===== config.mk =====
export PLATFORM = sky130hd
export DESIGN_NAME = tri_dac_spi_tx_flat
export DESIGN_NICKNAME = d
export VERILOG_FILES = /design/src/rtl/tri_dac_spi_tx_if.sv /design/src/rtl/tri_dac_spi_tx.sv /design/src/flat_wrapper.sv
export SDC_FILE = /design/constraint.sdc
export NUM_CORES = 1
export LEC_CHECK = 0
export ABC_AREA = 1
export CELL_PAD_IN_SITES_DETAIL_PLACEMENT = 2
export CELL_PAD_IN_SITES_GLOBAL_PLACEMENT = 2
export CORE_ASPECT_RATIO = 1.25
export CORE_UTILIZATION = 32
export DETAILED_ROUTE_END_ITERATION = 16
export PLACE_DENSITY_LB_ADDON = 0.1
export SETUP_SLACK_MARGIN = 0.02
export SYNTH_ARGS = -nofsm -noshare
export SYNTH_HDL_FRONTEND = slang
export SYNTH_SLANG_ARGS = --single-unit

===== constraint.sdc =====
create_clock -name clk -period 3.3 [get_ports clk]
set_input_delay 0.66 -clock clk [delete_from_list [all_inputs] [get_ports clk]]
set_output_delay 0.66 -clock clk [all_outputs]
set_load 0.05 [all_outputs]

===== src/rtl/tri_dac_spi_tx_if.sv =====
// Signal bundle between the triangle generator side and the DAC SPI transmitter.
// Latency: none, wires only.
// Backpressure: none; the transmitter snapshots inputs once per frame and never stalls the source.
// Ports: en, tri_pos_bus, tri_neg_bus, ovr_clr (into the transmitter);
//        dac_cs_n, dac_sclk, dac_mosi, dac_ldac_n, busy, frame_done, overrun (out of it).
interface tri_dac_spi_tx_if;
    logic         en;
    logic [255:0] tri_pos_bus;
    logic [255:0] tri_neg_bus;
    logic         ovr_clr;
    logic         dac_cs_n;
    logic         dac_sclk;
    logic         dac_mosi;
    logic         dac_ldac_n;
    logic         busy;
    logic         frame_done;
    logic         overrun;

    modport master (
        output en, tri_pos_bus, tri_neg_bus, ovr_clr,
        input  dac_cs_n, dac_sclk, dac_mosi, dac_ldac_n, busy, frame_done, overrun
    );

    modport slave (
        input  en, tri_pos_bus, tri_neg_bus, ovr_clr,
        output dac_cs_n, dac_sclk, dac_mosi, dac_ldac_n, busy, frame_done, overrun
    );
endinterface


===== src/rtl/tri_dac_spi_tx.sv =====
// Snapshots 32 triangle channel words per frame tick and writes them to a DAC over SPI, then pulses LDAC.
// Latency: cs_n falls 2 cycles after the tick cycle; frame = 32*(48*SCLK_DIV+CS_HIGH)+LDAC_CYCLES cycles.
// Backpressure: none; a tick that lands while busy is dropped and recorded in the sticky overrun flag.
// Ports: clk, rst_n (async active-low); bus (slave modport of tri_dac_spi_tx_if) carrying en,
//        tri_pos_bus, tri_neg_bus, ovr_clr in and dac_cs_n, dac_sclk, dac_mosi, dac_ldac_n,
//        busy, frame_done, overrun out.
// Optional macro TRI_DAC_OFFSET_BINARY_EN: invert data bit 15 of every word (offset-binary DACs).
module tri_dac_spi_tx #(
    parameter int FRAME_DIV   = 5000,
    parameter int SCLK_DIV    = 2,
    parameter int CS_HIGH     = 4,
    parameter int LDAC_CYCLES = 4
) (
    input  logic              clk,
    input  logic              rst_n,
    tri_dac_spi_tx_if.slave   bus
);

    typedef enum logic [2:0] {IDLE, LOAD, SHIFT, CS_GAP, LDAC} state_t;

    localparam int          FCW        = (FRAME_DIV > 1) ? $clog2(FRAME_DIV) : 1;
    localparam logic [FCW-1:0] FRAME_LAST = FCW'(FRAME_DIV - 1);
    localparam logic [15:0] SCLK_LAST  = 16'(SCLK_DIV - 1);
    localparam logic [15:0] GAP_LAST   = 16'(CS_HIGH - 1);
    localparam logic [15:0] LDAC_LAST  = 16'(LDAC_CYCLES - 1);

    // Header is {3'b001, channel}; the data field optionally has its sign bit flipped.
    function automatic logic [23:0] make_word(input logic [4:0] c, input logic [15:0] d);
`ifdef TRI_DAC_OFFSET_BINARY_EN
        return {3'b001, c, ~d[15], d[14:0]};
`else
        return {3'b001, c, d};
`endif
    endfunction

    state_t         state, state_nx;
    logic [FCW-1:0] fcnt;
    logic           tick;
    logic [4:0]     ch, ch_nx, ch_inc;
    logic [15:0]    step, step_nx;
    logic [4:0]     bitn, bitn_nx;
    logic [23:0]    sreg, sreg_nx;
    logic [511:0]   shadow, shadow_nx;
    logic           cs_n, cs_nx;
    logic           sclk, sclk_nx;
    logic           ldac_n, ldac_nx;
    logic           busy, busy_nx;
    logic           done_arm, arm_nx;
    logic           frame_done, done_nx;
    logic           overrun, ovr_nx;

    // Free-running frame divider, independent of en.
    always_ff @(posedge clk or negedge rst_n) begin
        if (!rst_n) begin
            fcnt <= '0;
        end else if (fcnt == FRAME_LAST) begin
            fcnt <= '0;
        end else begin
            fcnt <= fcnt + 1'b1;
        end
    end

    assign tick   = (fcnt == FRAME_LAST);
    assign ch_inc = ch + 5'd1;

    always_ff @(posedge clk or negedge rst_n) begin
        if (!rst_n) begin
            state      <= IDLE;
            ch         <= '0;
            step       <= '0;
            bitn       <= '0;
            sreg       <= '0;
            shadow     <= '0;
            cs_n       <= 1'b1;
            sclk       <= 1'b0;
            ldac_n     <= 1'b1;
            busy       <= 1'b0;
            done_arm   <= 1'b0;
            frame_done <= 1'b0;
            overrun    <= 1'b0;
        end else begin
            state      <= state_nx;
            ch         <= ch_nx;
            step       <= step_nx;
            bitn       <= bitn_nx;
            sreg       <= sreg_nx;
            shadow     <= shadow_nx;
            cs_n       <= cs_nx;
            sclk       <= sclk_nx;
            ldac_n     <= ldac_nx;
            busy       <= busy_nx;
            done_arm   <= arm_nx;
            frame_done <= done_nx;
            overrun    <= ovr_nx;
        end
    end

    always_comb begin
        state_nx  = state;
        ch_nx     = ch;
        step_nx   = step;
        bitn_nx   = bitn;
        sreg_nx   = sreg;
        shadow_nx = shadow;
        cs_nx     = cs_n;
        sclk_nx   = sclk;
        ldac_nx   = ldac_n;
        busy_nx   = busy;
        arm_nx    = 1'b0;
        done_nx   = done_arm;
        ovr_nx    = overrun;

        // A set event in the same cycle as a clear must win.
        if (bus.ovr_clr) ovr_nx = 1'b0;
        if (tick && busy) ovr_nx = 1'b1;

        case (state)
            IDLE: begin
                if (tick && bus.en) state_nx = LOAD;
            end
            LOAD: begin
                // Word 0 is built straight from the inputs since the shadow is
                // being written on this same edge.
                shadow_nx = {bus.tri_neg_bus, bus.tri_pos_bus};
                busy_nx   = 1'b1;
                ch_nx     = '0;
                step_nx   = '0;
                bitn_nx   = '0;
                sclk_nx   = 1'b0;
                cs_nx     = 1'b0;
                sreg_nx   = make_word(5'd0, bus.tri_pos_bus[15:0]);
                state_nx  = SHIFT;
            end
            SHIFT: begin
                if (step == SCLK_LAST) begin
                    step_nx = '0;
                    sclk_nx = ~sclk;
                    if (sclk) begin
                        // Falling edge: advance data or close the word.
                        if (bitn == 5'd23) begin
                            cs_nx    = 1'b1;
                            sreg_nx  = '0;
                            bitn_nx  = '0;
                            state_nx = CS_GAP;
                        end else begin
                            bitn_nx = bitn + 5'd1;
                            sreg_nx = {sreg[22:0], 1'b0};
                        end
                    end
                end else begin
                    step_nx = step + 16'd1;
                end
            end
            CS_GAP: begin
                if (step == GAP_LAST) begin
                    step_nx = '0;
                    if (ch == 5'd31) begin
                        ldac_nx  = 1'b0;
                        state_nx = LDAC;
                    end else begin
                        // Channel k lives at shadow[16k +: 16]: pos in the low half, neg above.
                        ch_nx    = ch_inc;
                        cs_nx    = 1'b0;
                        sreg_nx  = make_word(ch_inc, shadow[{ch_inc, 4'b0000} +: 16]);
                        state_nx = SHIFT;
                    end
                end else begin
                    step_nx = step + 16'd1;
                end
            end
            LDAC: begin
                if (step == LDAC_LAST) begin
                    step_nx  = '0;
                    ldac_nx  = 1'b1;
                    busy_nx  = 1'b0;
                    arm_nx   = 1'b1;
                    state_nx = IDLE;
                end else begin
                    step_nx = step + 16'd1;
                end
            end
            default: state_nx = IDLE;
        endcase
    end

    assign bus.dac_cs_n   = cs_n;
    assign bus.dac_sclk   = sclk;
    assign bus.dac_mosi   = sreg[23];
    assign bus.dac_ldac_n = ldac_n;
    assign bus.busy       = busy;
    assign bus.frame_done = frame_done;
    assign bus.overrun    = overrun;

endmodule


===== src/flat_wrapper.sv =====
// flat-port wrapper written by rule: the top's interface ports become plain ports
module tri_dac_spi_tx_flat 
#(
    parameter int FRAME_DIV   = 5000,
    parameter int SCLK_DIV    = 2,
    parameter int CS_HIGH     = 4,
    parameter int LDAC_CYCLES = 4
)
  (clk, rst_n, bus_en, bus_tri_pos_bus, bus_tri_neg_bus, bus_ovr_clr, bus_dac_cs_n, bus_dac_sclk, bus_dac_mosi, bus_dac_ldac_n, bus_busy, bus_frame_done, bus_overrun);
  tri_dac_spi_tx_if bus_i ();
  input  logic clk;
  input  logic rst_n;
  input wire logic [$bits(bus_i.en)-1:0] bus_en;
  input wire logic [$bits(bus_i.tri_pos_bus)-1:0] bus_tri_pos_bus;
  input wire logic [$bits(bus_i.tri_neg_bus)-1:0] bus_tri_neg_bus;
  input wire logic [$bits(bus_i.ovr_clr)-1:0] bus_ovr_clr;
  output wire logic [$bits(bus_i.dac_cs_n)-1:0] bus_dac_cs_n;
  output wire logic [$bits(bus_i.dac_sclk)-1:0] bus_dac_sclk;
  output wire logic [$bits(bus_i.dac_mosi)-1:0] bus_dac_mosi;
  output wire logic [$bits(bus_i.dac_ldac_n)-1:0] bus_dac_ldac_n;
  output wire logic [$bits(bus_i.busy)-1:0] bus_busy;
  output wire logic [$bits(bus_i.frame_done)-1:0] bus_frame_done;
  output wire logic [$bits(bus_i.overrun)-1:0] bus_overrun;
  assign bus_i.en = bus_en;
  assign bus_i.tri_pos_bus = bus_tri_pos_bus;
  assign bus_i.tri_neg_bus = bus_tri_neg_bus;
  assign bus_i.ovr_clr = bus_ovr_clr;
  assign bus_dac_cs_n = bus_i.dac_cs_n;
  assign bus_dac_sclk = bus_i.dac_sclk;
  assign bus_dac_mosi = bus_i.dac_mosi;
  assign bus_dac_ldac_n = bus_i.dac_ldac_n;
  assign bus_busy = bus_i.busy;
  assign bus_frame_done = bus_i.frame_done;
  assign bus_overrun = bus_i.overrun;
  tri_dac_spi_tx #(.FRAME_DIV(FRAME_DIV), .SCLK_DIV(SCLK_DIV), .CS_HIGH(CS_HIGH), .LDAC_CYCLES(LDAC_CYCLES)) u_core (.clk(clk), .rst_n(rst_n), .bus(bus_i));
endmodule

==> impl_metrics.yaml, run 1 <==
status:
  status: "completed"
floorplan:
  core_sq_um: 87500
  dieWidth_microns: 269
  dieHeight_microns: 335
  ios: 523
  start_util_pct: 32.5
  rows: 121
  fp.dieArea_sq_um: 90100
clocking:
  clk_pin_slew_ps: 60
  postCtsSetupRepairBufs: 0
  postCtsHoldBufs: 0
  h-tree-depth: 3
  cts_buffers: 68
  cts_sinks: 585
  clk_latency_ps: 620
  cts_resized: 0
  cts_tree: "done"
  clockRootBuffer: "clkbuf_16"
  cts_buffer_depth: 3
timing:
  final-hold-violation-count: 0
  slew-limit-headroom_pct: 37.0
  fin_hold_ws_ps: 78.1
  post-route-period-util_pct: 80.9
  rsz0062_at_grt: "false"
  fin_crit_ps: 2670
  setup_violations: 0
  fmax_mhz: 374
  maxSlewViolCount: 0
  finalClockSkew_ps: 22.9
  fin_setup_tns_ps: 0
  worstMarginPinSlew_ps: 945
worst_setup_path:
  cp-end-kind: "primary output"
  path_buf_inv: 1
  cp_slowest_stage_delay_ps: 830
  path_class: "flip-flop to primary output"
  slowest_stage: "clkdlybuf4s50_1"
  worst_path_dominant_cell_family: "buffers and inverters"
  cp_cell_sequence: "clkdlybuf4s50_1"
  r2r_slack_ps: 740
  cp-start-kind: "flip-flop"
  critPathArrivalTime_ps: 2010
  cp_max_fo: 2
  required_ps: 2640
yosys:
  synthMuxAreaShare_pct: 0
  netlist_area_sq_um: 28500
  synth_top_family_by_area: "simple AND/OR/NAND/NOR gates"
  synth_compound_area_share_pct: 9.65
  synth_top_area_share_pct: 51.3
  synth_fa_ha_area_share_pct: 0.308
  synth_cell_types: 30
  synth-simple-area-share_pct: 27.4
  syn_area_per_cell_sq_um: 7.44
  syn_nets: 4346
  netlist_instances: 3823
  synth_top_area_cell: "dfrtp_1"
  ys.warnings.count: 0
  yosys-top-cells-area: "dfrtp_1 51%, nand2_1 18%, o21ai_0 8.7%"
  synthXorXnorAreaFrac_pct: 0.427
  seq_area_frac_synth_pct: 51.5
  synth_seq_cells: 585
power:
  intPower_mw: 12.3
  p_leak_nw: 17.1
  combPwrFrac_pct: 5.7
  power_frac_seq_pct: 45.4
  power_density_nw_per_um2: 423
  p_switching_mw: 3.50
  ir_drop_uv: 301
  pwr-share-clk_pct: 49.0
  switching_share_pct: 22.2
route:
  drt_iter0_markers: 1528
  ant_nets: 0
  vias_per_cell: 4.95
  wl_microns: 125000
  drt-wirelength-per-cell_microns: 22.8
  remaining_drc_errors: 0
  drt_first_pass_iters: 5
  via_count: 27117
cells_and_area:
  area_growth_pct: 31.3
  nets: 4781
  fillCellCount: 10054
  drive_above_1_share_pct: 4.67
worst_hold_path:
  hold_class: "input pin to asynchronous set/reset pin"
global_route:
  grt_pass1_vias: 30028
  antenna_found_initial: 7
  overflow: 0
  grt_pass1_wl_microns: 188000
  track_usage_pct: 27.9
  grt_max_degree: 152
run:
  max_cap_violations: 0
placement:
  gp_congestion: 0.877
  hpwl_microns: 93400
  numPortBuffers: 522
[sequential cells by signal (all words and copies together), names as in the netlist]
name / flops
u_core.shadow: 512
u_core.bus.busy: 1
u_core.bus.dac_sclk: 1
u_core.bus.frame_done: 1
u_core.fcnt: 13
u_core.bus.dac_ldac_n: 1
u_core.done_arm: 1
u_core.bitn: 5
u_core.step: 16
u_core.ch: 5
u_core.state: 3
u_core.sreg: 24
u_core.bus.overrun: 1
u_core.bus.dac_cs_n: 1
[path summary, 6_finish.rpt]
kind / startpoint / cells after the start / end
setup / recovery: u_core.bus.dac_ldac_n / 1 / bus_dac_ldac_n
hold / removal: rst_n / 1 / u_core.shadow[498]
setup reg to reg: u_core.ch[0] / 11 / u_core.sreg[3]
hold reg to reg: u_core.done_arm / 0 / u_core.bus.frame_done
max in group asynchronous: rst_n / 2 / u_core.bus.dac_ldac_n
min in group clk: u_core.done_arm / 0 / u_core.bus.frame_done
[through the flow]
stage	area (sq um)	instances	utilization (%)	setup slack, ps	power, mW
floorplan	28500	3823	-	1390	7.31
detailed placement	35100	5356	40.1	743	8.21
CTS	37400	5474	42.7	565	16.0
finish	37400	5476	42.7	629	15.8
global route	37400	5475	42.7	572	16.3
global placement	35100	5356	40.1	800	8.21
[area by class of cell]
class                   instances  area (sq um)  area share, %
clock inverters                15           156          0.418
well taps                    1168          1460           3.91
multi-input cells            2462         10800           29.0
clock buffers                 103          2080           5.56
diodes                          2          5.00         0.0134
inverters                     546          2060           5.52
repair buffers                595          6130           16.4
flip-flops and latches        585         14600           39.2
[routing by layer]
| metal | track usage (%) | vias up | wire length, microns |
|---|---|---|---|
| met1 | 34.1 | 13613 | 51400 |
| met3 | 3.12 | 184 | 4760 |
| met2 | 49.6 | 591 | 63500 |
| met4 | 11.3 | 8 | 5050 |
| li1 | - | 12721 | - |
| met5 | 0 | - | 54 |
[cell usage after synthesis]
cell type	n
dfrtp_1	583
nand2_1	1338
nand4_1	11
or2_2	1
o211ai_1	15
nand2_2	1
inv_2	6
o22ai_1	9
dfstp_2	2
xor2_2	1
ha_1	7
nor3_1	8
nand3b_1	1
nor2_4	1
buf_4	3
nand3_1	468
nor2_2	3
inv_1	540
o21ai_0	495
buf_1	19
nor3_2	2
a31oi_1	2
o21a_1	1
xnor2_1	3
xor2_1	9
a21oi_1	6
o21ai_1	10
clkbuf_1	106
buf_2	102
nor2_1	70
[kinds of logic after synthesis]
| family | after synthesis |
|---|---|
| flip-flops | 585 |
| XOR/XNOR | 13 |
| buffers and inverters | 776 |
| AO/OA/AOI/OAI | 538 |
| adder cells (fa/ha/maj) | 7 |
| AND/OR/NAND/NOR | 1904 |
[cells in the final DEF, fill, tap and decap left out, types with 3 or more instances in the layout]
cell type        Yosys  final
buf_4                3     45
nor2_2               3      3
nor3_1               8      8
nand2_1           1338   1338
clkbuf_1           106     14
o21ai_1             10     10
clkinv_2             0     10
a21oi_1              6      6
o21ai_0            495    495
o211ai_1            15     15
nand3_1            468    468
dfrtp_1            583    582
clkbuf_8             0     18
clkdlybuf4s50_1      0    521
xor2_4               0      3
xor2_1               9      7
o22ai_1              9      9
ha_1                 7      6
clkbuf_16            0     71
bufinv_16            0      3
inv_1              540    539
inv_2                6      5
nor2_1              70     70
nand4_1             11     11
buf_12               0     28
[power by group through the flow]
| stage | logic, mW | registers [mW] | clock network [mW] |
|---|---|---|---|
| 2_1_floorplan | 0.00504 | 7.31 | 0 |
| 3_3_place_gp | 0.907 | 7.30 | 0 |
| 3_5_place_dp | 0.906 | 7.30 | 0 |
| 4_1_cts | 0.913 | 7.17 | 7.94 |
| 5_1_grt | 0.957 | 7.17 | 8.17 |
| 6_report | 0.896 | 7.17 | 7.74 |
(Power assumes the default switching activity.)
==> run 2, diff against run 1 <==
--- a/config.mk
+++ b/config.mk
@@ -9,7 +9,7 @@
 export CELL_PAD_IN_SITES_DETAIL_PLACEMENT = 2
 export CELL_PAD_IN_SITES_GLOBAL_PLACEMENT = 2
 export CORE_ASPECT_RATIO = 1.25
-export CORE_UTILIZATION = 32
+export CORE_UTILIZATION = 30
 export DETAILED_ROUTE_END_ITERATION = 16
 export PLACE_DENSITY_LB_ADDON = 0.1
 export SETUP_SLACK_MARGIN = 0.02
==> constraint.sdc (replaced) <==
create_clock -name clk -period 2.6 [get_ports clk]
set_input_delay 0.52 -clock clk [delete_from_list [all_inputs] [get_ports clk]]
set_output_delay 0.52 -clock clk [all_outputs]
set_load 0.05 [all_outputs]
==> impl_metrics.yaml, run 2 (synthesis results as in run 1) <==
placement:
  gp_congestion: 0.845
  placed_cells: 5411
  place_ws_ps: 27.2
  hpwl_microns: 98200
  numPortBuffers: 522
timing:
  setup_violations: 0
  worstMarginPinSlew_ps: 702
  rsz0062_at_grt: "false"
  finalClockSkew_ps: 24.3
  post-route-period-util_pct: 96.0
  fmax_mhz: 401
  fin_hold_ws_ps: 362
  slew-limit-headroom_pct: 53.2
  fin_setup_tns_ps: 0
  final-hold-violation-count: 0
  fin_ws_ps: 104
  fin_crit_ps: 2500
  maxSlewViolCount: 0
cells_and_area:
  drive_above_1_share_pct: 4.99
  final_cell_count_no_fill: 5535
  fillCellCount: 10678
  nets: 4800
  final_cell_mix: "1338 x nand2_1, 582 x dfrtp_1, 539 x inv_1, 519 x clkdlybuf4s50_1, 495 x o21ai_0"
  reg.largest.list: "u_core.shadow (512), u_core.sreg (24), u_core.step (16)"
  final_common_cell: "nand2_1"
  regMostFlops: "u_core.shadow"
  area_growth_pct: 32.6
  largest_register_ffs: 512
power:
  finalPower_mw: 20.2
  combPwrFrac_pct: 5.6
  switching_share_pct: 22.5
  pwr-share-clk_pct: 49.3
  p_leak_nw: 17.3
  intPower_mw: 15.6
  p_switching_mw: 4.53
  power_density_nw_per_um2: 535
  ir_drop_uv: 324
  power_frac_seq_pct: 45.1
floorplan:
  start_util_pct: 30.4
  core_sq_um: 93500
  ios: 523
  dieWidth_microns: 277
  dieHeight_microns: 346
  rows: 125
  fp.dieArea_sq_um: 96100
worst_setup_path:
  required_ps: 3160
  slowest_stage: "dfrtp_4"
  cp-end-kind: "flip-flop"
  path_class: "flip-flop to flip-flop"
  cp-start-kind: "flip-flop"
  cp_max_fo: 57
  cp_slowest_stage_delay_ps: 570
  cp_cell_sequence: "ha_4 -> buf_12 -> nand3_1 -> nand3_1 -> nand3_1 -> nand2_1 -> nand2_1 -> nand3_1 -> nand2_1 -> nand2_1"
  critPathArrivalTime_ps: 3060
route:
  ant_nets: 0
  drt-wirelength-per-cell_microns: 23.5
  via_count: 27428
  wl_microns: 130000
  drt_iter0_markers: 1860
  vias_per_cell: 4.96
  drt_first_pass_iters: 5
  remaining_drc_errors: 0
global_route:
  overflow: 0
  grt_max_degree: 112
  track_usage_pct: 27.2
  grt_pass1_wl_microns: 196000
  grt_pass1_vias: 30269
  antenna_found_initial: 2
run:
  max_cap_violations: 0
clocking:
  cts_tree: "done"
  clockRootBuffer: "clkbuf_16"
  postCtsSetupRepairBufs: 0
  clk_pin_slew_ps: 60
  cts_buffers: 69
  clk_latency_ps: 640
  cts_sinks: 585
  h-tree-depth: 3
  cts_buffer_depth: 3
worst_hold_path:
  hold_class: "flip-flop to flip-flop"
status:
  status: "completed"
[run 2: cell count changes in the layout (fill, tap and decap cells not counted), sizes merged]
cell	delta
dlymetal6s2s	+1
buf	+17
bufinv	+1
dlygate4sd2	+1
clkinv	+2
clkdlybuf4s50	-2
dlygate4sd3	+1
[run 2: layout make-up]
class / count / area, sq um / area share (%)
clock inverter: 18 / 196 / 0.520
inverter: 546 / 2060 / 5.46
antenna: 2 / 5.00 / 0.0133
sequential: 585 / 14600 / 38.8
timing repair buffer: 613 / 6440 / 17.1
tap: 1206 / 1510 / 4.00
multi-input combinational: 2462 / 10800 / 28.7
clock buffer: 103 / 2040 / 5.40
[run 2: what timing repair did]
item	in CTS	in global routing
endpoints found under the setup margin	2	1
gates resized for setup	2	1
endpoints found under the hold margin	21	0
hold buffers	1	0
[run 2: stage by stage]
step,instance area (sq um),utilization [%]
after detailed placement,35500,37.9
after global placement,35500,37.9
after global routing,37700,40.3
after floorplan,28500,-
final,37700,40.4
after CTS,37700,40.3
[run 2: worst paths after layout]
path	cells past startpoint	endpoint	slack, ps	startpoint
max in group asynchronous	4	u_core.shadow[311]	1280	rst_n
max	10	u_core.sreg[10]	100	u_core.ch[0]
min reg2reg	0	u_core.bus.frame_done	360	u_core.done_arm
max reg2reg	10	u_core.sreg[10]	100	u_core.ch[0]
min	0	u_core.bus.frame_done	360	u_core.done_arm
min in group asynchronous	2	u_core.shadow[362]	390	rst_n
[run 2: layer usage]
layer | vias up | track usage (%) | part of all wire (%)
li1 | 12775 | - | -
met1 | 13786 | 34.8 | 43
met2 | 665 | 46.3 | 49
met3 | 200 | 3.25 | 3.9
met4 | 2 | 11.2 | 4.1
met5 | - | 0 | 0.010
[run 2: power groups by stage]
| stage | Combinational, mW | Clock [mW] | Sequential (mW) |
|---|---|---|---|
| floorplan | 0.00640 | 0 | 9.27 |
| global placement | 1.14 | 0 | 9.27 |
| detailed placement | 1.14 | 0 | 9.27 |
| CTS | 1.15 | 10.2 | 9.10 |
| global route | 1.21 | 10.5 | 9.10 |
| finish | 1.13 | 9.94 | 9.10 |
[run 2: worst max-delay path, delay by kind of cell (launching register included)]
kind	cells	cell delay (ps)
DFF	1	570
adders and majority gates	1	410
and+or+nand+nor	8	1090
buffers and inverters	1	300
==> run 3, diff against run 2 <==
--- a/config.mk
+++ b/config.mk
@@ -10,9 +10,11 @@
 export CELL_PAD_IN_SITES_GLOBAL_PLACEMENT = 2
 export CORE_ASPECT_RATIO = 1.25
 export CORE_UTILIZATION = 30
+export CTS_CLUSTER_SIZE = 16
 export DETAILED_ROUTE_END_ITERATION = 16
 export PLACE_DENSITY_LB_ADDON = 0.1
 export SETUP_SLACK_MARGIN = 0.02
+export SKIP_LAST_GASP = 1
 export SYNTH_ARGS = -nofsm -noshare
 export SYNTH_HDL_FRONTEND = slang
 export SYNTH_SLANG_ARGS = --single-unit
==> results of run 3 <==
The final DEF is identical to that of run 2; final timing and power are the same.
